## config.mk

```make
export PLATFORM = sky130hd
export DESIGN_NAME = riscv_multicycle_hs
export DESIGN_NICKNAME = d
export VERILOG_FILES = /design/src/rtl/riscv_multicycle_hs.sv
export SDC_FILE = /design/constraint.sdc
export NUM_CORES = 2
export LEC_CHECK = 0
export CAP_MARGIN = 30
export CORE_MARGIN = 2
export CORE_UTILIZATION = 65
export CTS_CLUSTER_SIZE = 12
export DETAILED_ROUTE_END_ITERATION = 10
export DONT_BUFFER_PORTS = 1
export MAX_ROUTING_LAYER = met4
export PLACE_DENSITY = 0.86
export RECOVER_POWER = 25
export SLEW_MARGIN = 30
export SYNTH_ARGS = -nofsm -noshare
export SYNTH_HDL_FRONTEND = slang
export SYNTH_SLANG_ARGS = --single-unit
```

## constraint.sdc

```tcl
create_clock -name clk -period 53.9 [get_ports clk]
set_clock_uncertainty 0.05 [all_clocks]
set_input_delay 8.085 -clock clk [delete_from_list [all_inputs] [get_ports clk]]
set_output_delay 8.085 -clock clk [all_outputs]
set_load 0.01 [all_outputs]
```

## src/rtl/riscv_multicycle_hs.sv

```systemverilog
// rtl/riscv_multicycle_hs.sv - multicycle RV32I-subset core on a single req/ack memory port
//
// Ports:
//   clk, reset                         clock; asynchronous active-high reset
//   mem_req, mem_we, mem_addr,         registered request; held stable until mem_ack
//   mem_wdata
//   mem_rdata, mem_ack                 read data and completion strobe from memory
//   halted, illegal, misaligned        sticky stop flag and its cause
//   instret                            retired-instruction count, wraps
module riscv_multicycle_hs #(
    parameter logic [31:0] RESET_PC = 32'h0000_0000,
    parameter int          NREGS    = 32,
    parameter int          CNT_W    = 32
) (
    input  logic             clk,
    input  logic             reset,
    output logic             mem_req,
    output logic             mem_we,
    output logic [31:0]      mem_addr,
    output logic [31:0]      mem_wdata,
    input  logic [31:0]      mem_rdata,
    input  logic             mem_ack,
    output logic             halted,
    output logic             illegal,
    output logic             misaligned,
    output logic [CNT_W-1:0] instret
);
    localparam int RIDX_W = (NREGS > 1) ? $clog2(NREGS) : 1;

    localparam logic [6:0] OP_R     = 7'b0110011;
    localparam logic [6:0] OP_I     = 7'b0010011;
    localparam logic [6:0] OP_LW    = 7'b0000011;
    localparam logic [6:0] OP_SW    = 7'b0100011;
    localparam logic [6:0] OP_BR    = 7'b1100011;
    localparam logic [6:0] OP_JAL   = 7'b1101111;
    localparam logic [6:0] OP_JALR  = 7'b1100111;
    localparam logic [6:0] OP_LUI   = 7'b0110111;
    localparam logic [6:0] OP_AUIPC = 7'b0010111;

    typedef enum logic [3:0] {
        S_FETCH, S_DECODE, S_EXECR, S_EXECI, S_ALUWB, S_MEMADR, S_MEMREAD,
        S_MEMWB, S_MEMWRITE, S_BRANCH, S_JUMP, S_UPPER, S_HALT
    } state_t;

    typedef enum logic [2:0] {
        ALU_ADD, ALU_SUB, ALU_AND, ALU_OR, ALU_XOR, ALU_SLT
    } alu_op_t;

    state_t      state;
    logic [31:0] pc, old_pc, ir, a, b, imm, alu_out, mdr;
    logic [31:0] regs [NREGS];

    logic [6:0] opcode, funct7;
    logic [4:0] rd, rs1, rs2;
    logic [2:0] funct3;

    assign opcode = ir[6:0];
    assign rd     = ir[11:7];
    assign funct3 = ir[14:12];
    assign rs1    = ir[19:15];
    assign rs2    = ir[24:20];
    assign funct7 = ir[31:25];

    function automatic logic reg_ok(input logic [4:0] idx);
        return 32'(idx) < NREGS;
    endfunction

    function automatic logic [31:0] alu_f(input logic [31:0] x, input logic [31:0] y,
                                          input alu_op_t op);
        case (op)
            ALU_SUB: return x - y;
            ALU_AND: return x & y;
            ALU_OR:  return x | y;
            ALU_XOR: return x ^ y;
            ALU_SLT: return {31'b0, $signed(x) < $signed(y)};
            default: return x + y;
        endcase
    endfunction

    // Decode is combinational off IR; it is only consumed in DECODE and later states,
    // where IR is stable for the whole instruction.
    logic [31:0] imm_d, rf_a, rf_b;
    state_t      dispatch;
    logic        dec_ok, f3_alu_ok;
    alu_op_t     alu_op;

    always_comb begin
        imm_d     = 32'h0;
        dispatch  = S_HALT;
        dec_ok    = 1'b0;
        alu_op    = ALU_ADD;
        f3_alu_ok = funct3 inside {3'b000, 3'b010, 3'b100, 3'b110, 3'b111};
        case (funct3)
            3'b000:  alu_op = (opcode == OP_R && funct7[5]) ? ALU_SUB : ALU_ADD;
            3'b010:  alu_op = ALU_SLT;
            3'b100:  alu_op = ALU_XOR;
            3'b110:  alu_op = ALU_OR;
            3'b111:  alu_op = ALU_AND;
            default: alu_op = ALU_ADD;
        endcase
        case (opcode)
            OP_R: begin
                dispatch = S_EXECR;
                dec_ok   = ((funct7 == 7'b0000000 && f3_alu_ok) ||
                            (funct7 == 7'b0100000 && funct3 == 3'b000)) &&
                           reg_ok(rd) && reg_ok(rs1) && reg_ok(rs2);
            end
            OP_I: begin
                dispatch = S_EXECI;
                imm_d    = {{20{ir[31]}}, ir[31:20]};
                dec_ok   = f3_alu_ok && reg_ok(rd) && reg_ok(rs1);
            end
            OP_LW: begin
                dispatch = S_MEMADR;
                imm_d    = {{20{ir[31]}}, ir[31:20]};
                dec_ok   = funct3 == 3'b010 && reg_ok(rd) && reg_ok(rs1);
            end
            OP_SW: begin
                dispatch = S_MEMADR;
                imm_d    = {{20{ir[31]}}, ir[31:25], ir[11:7]};
                dec_ok   = funct3 == 3'b010 && reg_ok(rs1) && reg_ok(rs2);
            end
            OP_BR: begin
                dispatch = S_BRANCH;
                imm_d    = {{19{ir[31]}}, ir[31], ir[7], ir[30:25], ir[11:8], 1'b0};
                dec_ok   = funct3[2:1] == 2'b00 && reg_ok(rs1) && reg_ok(rs2);
            end
            OP_JAL: begin
                dispatch = S_JUMP;
                imm_d    = {{11{ir[31]}}, ir[31], ir[19:12], ir[20], ir[30:21], 1'b0};
                dec_ok   = reg_ok(rd);
            end
            OP_JALR: begin
                dispatch = S_JUMP;
                imm_d    = {{20{ir[31]}}, ir[31:20]};
                dec_ok   = funct3 == 3'b000 && reg_ok(rd) && reg_ok(rs1);
            end
            OP_LUI, OP_AUIPC: begin
                dispatch = S_UPPER;
                imm_d    = {ir[31:12], 12'b0};
                dec_ok   = reg_ok(rd);
            end
            default: dec_ok = 1'b0;
        endcase
        rf_a = reg_ok(rs1) ? regs[rs1[RIDX_W-1:0]] : 32'h0;
        rf_b = reg_ok(rs2) ? regs[rs2[RIDX_W-1:0]] : 32'h0;
    end

    // Retire, write-back and next-PC selection for every state that ends an instruction.
    logic        br_taken, retire, wb_en;
    logic [31:0] br_target, jmp_target, mem_ea, next_pc, wb_data;

    always_comb begin
        br_taken   = (a == b) ^ funct3[0];
        br_target  = old_pc + imm;
        jmp_target = (opcode == OP_JAL) ? old_pc + imm : ((a + imm) & ~32'd1);
        mem_ea     = a + imm;
        next_pc    = pc;
        wb_data    = 32'h0;
        retire     = 1'b0;
        wb_en      = 1'b0;
        case (state)
            S_ALUWB: begin
                retire  = 1'b1;
                wb_en   = 1'b1;
                wb_data = alu_out;
            end
            S_MEMWB: begin
                retire  = 1'b1;
                wb_en   = 1'b1;
                wb_data = mdr;
            end
            S_MEMWRITE: retire = mem_ack;
            S_BRANCH: begin
                // A taken branch to a non-word target halts instead of retiring.
                retire  = !(br_taken && br_target[1]);
                next_pc = br_taken ? br_target : pc;
            end
            S_JUMP: begin
                retire  = !jmp_target[1];
                wb_en   = 1'b1;
                wb_data = old_pc + 32'd4;
                next_pc = jmp_target;
            end
            S_UPPER: begin
                retire  = 1'b1;
                wb_en   = 1'b1;
                wb_data = (opcode == OP_LUI) ? imm : old_pc + imm;
            end
            default: retire = 1'b0;
        endcase
        wb_en = wb_en && retire && (rd != 5'd0);
    end

    always_ff @(posedge clk or posedge reset) begin
        if (reset) begin
            state      <= S_FETCH;
            pc         <= RESET_PC;
            old_pc     <= 32'h0;
            ir         <= 32'h0;
            a          <= 32'h0;
            b          <= 32'h0;
            imm        <= 32'h0;
            alu_out    <= 32'h0;
            mdr        <= 32'h0;
            mem_req    <= 1'b0;
            mem_we     <= 1'b0;
            mem_addr   <= 32'h0;
            mem_wdata  <= 32'h0;
            halted     <= 1'b0;
            illegal    <= 1'b0;
            misaligned <= 1'b0;
            instret    <= '0;
            for (int i = 0; i < NREGS; i++) regs[i] <= 32'h0;
        end else begin
            if (wb_en) regs[rd[RIDX_W-1:0]] <= wb_data;
            case (state)
                S_FETCH: begin
                    // Only the fetch right after reset arrives here without a request.
                    if (!mem_req) begin
                        mem_req  <= 1'b1;
                        mem_we   <= 1'b0;
                        mem_addr <= pc;
                    end else if (mem_ack) begin
                        ir      <= mem_rdata;
                        old_pc  <= pc;
                        pc      <= pc + 32'd4;
                        mem_req <= 1'b0;
                        state   <= S_DECODE;
                    end
                end
                S_DECODE: begin
                    a   <= rf_a;
                    b   <= rf_b;
                    imm <= imm_d;
                    if (dec_ok) begin
                        state <= dispatch;
                    end else begin
                        state   <= S_HALT;
                        halted  <= 1'b1;
                        illegal <= 1'b1;
                    end
                end
                S_EXECR: begin
                    alu_out <= alu_f(a, b, alu_op);
                    state   <= S_ALUWB;
                end
                S_EXECI: begin
                    alu_out <= alu_f(a, imm, alu_op);
                    state   <= S_ALUWB;
                end
                S_MEMADR: begin
                    if (mem_ea[1:0] != 2'b00) begin
                        state      <= S_HALT;
                        halted     <= 1'b1;
                        misaligned <= 1'b1;
                    end else begin
                        mem_req  <= 1'b1;
                        mem_addr <= mem_ea;
                        mem_we   <= (opcode == OP_SW);
                        if (opcode == OP_SW) mem_wdata <= b;
                        state    <= (opcode == OP_SW) ? S_MEMWRITE : S_MEMREAD;
                    end
                end
                S_MEMREAD: begin
                    if (mem_ack) begin
                        mdr     <= mem_rdata;
                        mem_req <= 1'b0;
                        state   <= S_MEMWB;
                    end
                end
                S_BRANCH, S_JUMP: begin
                    if (!retire) begin
                        state      <= S_HALT;
                        halted     <= 1'b1;
                        misaligned <= 1'b1;
                    end
                end
                default: ;
            endcase
            // Retiring launches the next fetch on the same edge so FETCH starts with req high.
            if (retire) begin
                instret  <= instret + 1'b1;
                pc       <= next_pc;
                mem_req  <= 1'b1;
                mem_we   <= 1'b0;
                mem_addr <= next_pc;
                state    <= S_FETCH;
            end
        end
    end
endmodule

```

==> results by stage <==
STA:
- The post-route minimum period is 15.94 ns.
- Measured against its own limit, the worst slew margin works out to -2.34.
- Setup repair after global routing left no endpoint under its margin.
- In the final timing run, aggregate negative setup slack is 0 ns.
- The number of failing setup endpoints in the final timing report is 0.
- The worst hold slack is 0.345 ns.
- For this run, the top clock speed supported by timing is approximately 63 MHz.
- The hold violation count in the final report is 0.
- The slew of the pin with the lowest slew margin is 4.99 ns.
- Dividing the final minimum period by the clock period gives 0.296.
- The number of max-slew violations in the final report is slightly below 1000.

Clock tree:
- The buffer cell driving the clock tree root is clkbuf_16.
- The clock transition time at the flip-flop clock pins of the worst setup and hold paths is roughly 0.060 ns.
- The post-cts gate resize count is 0.
- The total of hold buffers inserted after clock tree synthesis is 0.
- The H-tree depth is 4.
- The clock tree from TritonCTS is built.
- Buffers added to address setup during post-CTS repair amount to 0.
- The number of sinks handled by clock tree synthesis is 1385.
- For the worst-skew pair, the clock arrives at the later sink with an insertion delay of 0.82 ns.
- The number of buffers created by CTS is 147.
- The clock passes through at most 3 buffers.

Routing:
- The routed layout has 68600 vias.
- In this run, the number of DRC markers left after iteration 0 of detailed routing was 11100.
- The number of remaining DRC errors is 0.
- The iteration count of the initial detailed-routing pass is 9.
- The routed via count divided by cell count is around 7.5.
- The count of nets left with antenna violations once routing finished came out at 0.
- The total length of routed wires is approximately 290000 um.
- The average detailed-routed wire length per instance is 31.3 um.

Power and ir drop:
- The areal power density over the cells is 41.3 nW/um^2.
- The total power is 3.54 mW.
- The total leakage power is 35.9 nW.
- The maximum VDD drop is around 0.043 mV.

Placement:
- The global placement routability congestion is roughly 1.1.
- The count of buffers added on input and output ports is 0.
- Once placement finished, the instance area stood at 80800 um^2.
- The final HPWL from detailed placement is between 150000 and 200000 um.

Die:
- In this run the count of I/O pins placed on the die edge is 136.
- The vertical die dimension is 355 um.
- The overall die area is 126000 um^2.
- The core area is roughly 120000 um^2.
- The standard-cell row count is ~130.
- The chip width is 355 um.
- For this configuration, the core starts out at a cell density of 0.657.

Synth:
- The mean area per synthesized cell is between 10 and 15 um^2.
- During synthesis, Yosys emitted a total of 0 warnings.
- The gate count after technology mapping is 7791.
- The part of the Yosys area used for sequential elements is 0.432.
- Sorting the synthesized cells by area gives the leading types as dfrtp_1, mux4_2, nand2_1.
- The post-synthesis sequential element count is between 1000 and 1500.
- Among all flip-flop cells after synthesis, the most frequent one is dfrtp_1.
- After synthesis, the netlist uses 92 different library cells.
- The share of Yosys cell area claimed by the top area cell type is 0.432.
- The mapped netlist covers 80200 um^2.
- The async set or reset register ratio after synthesis is 1.00.
- Yosys mapped a number of flops with a built-in enable equal to 0.
- The net count after synthesis is approximately 8000.
- The synthesized design spends more area on one cell type than any other, namely dfrtp_1.

Worst setup path:
- Of all nets on the critical path, the largest fanout is between 100 and 150.
- The critical path contains buffers and inverters numbering 3 combined.
- Data on the critical path is required at its endpoint by 53.98 ns.
- The cell family contributing the most delay on the critical path is buffers and inverters.
- The critical path's slowest cell is clkinvlp_2.
- By instance count, the cell type seen most on the critical path is clkbuf_1.
- The kind of end point of the critical path is an asynchronous set/reset pin.
- The start-to-end type of the worst setup path is primary input to asynchronous set/reset pin.
- The critical path goes through clkinvlp_2 -> clkbuf_1 -> clkbuf_1.
- The biggest cell delay along the critical path is ~2.7 ns.
- The category of the worst setup path launch point is a primary input.
- The critical path arrival is about 16 ns.

Status:
- The run finished, with violations left.
- The checks that failed: max-capacitance violations, max-slew violations.

GRT:
- In the global route stage, overall resource usage came out at 0.465.
- The number of global-route vias before repair is 68300.
- The total global routing overflow is 0.
- Entering global routing, the biggest net connects ~190 pins.
- The initial antenna violation count is 17.
- The first global-routing pass estimated 423000 um of wire.

Worst hold path:
- The worst hold path belongs to the class flip-flop to flip-flop.

Final layout:
- The area of all placed cells without fillers is about 86000 um^2.
- The share of layout cells above drive strength 1 is 0.157.
- Relative to the synthesized area, the layout overhead comes to 6.82%.
- The net count reported at finish is around 7600.

Job:
- The number of maximum-capacitance violations is 19.
sequential cells by signal, indices dropped and copies added (netlist names):
register    cells
old_pc         32
alu_out        32
halted          1
pc             32
misaligned      1
state           4
illegal         1
imm            32
b              32
mem_we          1
mem_addr       32
regs         1024
mdr            32
ir             32
mem_wdata      32
mem_req         1
a              32
instret        32
power breakdown:
part,internal [mW],switching (mW)
sequential,1.13,0.203
clock,0.577,0.436
combinational,0.433,0.761
total,2.14,1.40
metal layers:
| layer | track usage | wire length, um | vias to the layer above |
|---|---|---|---|
| li1 | - | - | 27400 |
| met1 | 0.541 | 91300 | 33300 |
| met2 | 0.666 | 126000 | 6080 |
| met3 | 0.149 | 40400 | 1859 |
| met4 | 0.371 | 28100 | 0 |
| met5 | - | 0 | - |
logic make-up (layout without fill, tap and decap cells):
logic type	Yosys count	after routing	synth area share
adder cells (fa/ha/maj)	231	231	0.0365
other	0	26	0
AO/OA/AOI/OAI	2190	2190	0.157
XOR/XNOR	166	166	0.0181
buffers and inverters	875	551	0.0445
AND/OR/NAND/NOR	2158	2158	0.113
flip-flops	1385	1385	0.432
multiplexers	786	786	0.199
synthesized netlist by cell type (30+ instances only):
cell,count
ha_1,226
clkbuf_1,507
o22ai_1,40
o21bai_1,30
buf_1,61
nand2_1,1401
nor2_1,386
o21ai_0,1023
o211ai_1,39
a31oi_1,32
and3_1,37
xnor2_1,102
o21ai_1,152
nand3_1,76
mux4_2,640
nor3_1,36
inv_1,169
nand2b_1,34
dfrtp_1,1385
mux2_2,66
buf_2,100
xor2_1,64
a211oi_1,43
a21oi_1,477
mux2i_1,80
a21o_1,68
a221oi_1,32
worst paths after layout:
| path | from | endpoint | slack (ns) | cells past startpoint |
|---|---|---|---|---|
| min in group asynchronous | reset | mem_we | 8.60 | 1 |
| max | reset | regs[28] | 37.96 | 3 |
| min | regs[1022] | regs[1022] | 0.34 | 0 |
| max in group clk | mem_ack | pc[4] | 42.87 | 5 |
| min reg2reg | regs[1022] | regs[1022] | 0.34 | 0 |
| max reg2reg | state[0] | mem_wdata[15] | 44.98 | 7 |
layout by cell type (no fill, tap or decap), types with 68 or more instances in the layout:
cell       synthesis  layout
o21ai_1          152     149
xnor2_1          102     102
clkbuf_16          0     152
mux2i_1           80      80
dfrtp_1         1385    1372
mux4_2           640     640
nor2_1           386     379
a21oi_1          477     454
o21ai_0         1023    1025
ha_1             226     226
buf_4             25     100
inv_1            169     168
a21o_1            68      68
nand3_1           76      76
nand2_1         1401    1374
metrics by stage:
| step | std cells | worst slack (ns) | util |
|---|---|---|---|
| floorplan | 7791 | 6.71 | - |
| global placement | 8844 | 42.34 | 0.661 |
| detailed placement | 8845 | 42.35 | 0.661 |
| CTS | 9081 | 43.19 | 0.699 |
| global route | 9114 | 36.38 | 0.701 |
| finish | 9118 | 37.96 | 0.701 |
final cells by class:
cell class	instances	area (um^2)
multi-input cells	5531	42300
diodes	26	65.1
repair buffers	143	1310
flip-flops and latches	1385	34700
well taps	1625	2030
fillers	8005	36500
inverters	172	647
clock buffers	204	4250
clock inverters	32	403
(Power assumes the default switching activity.)
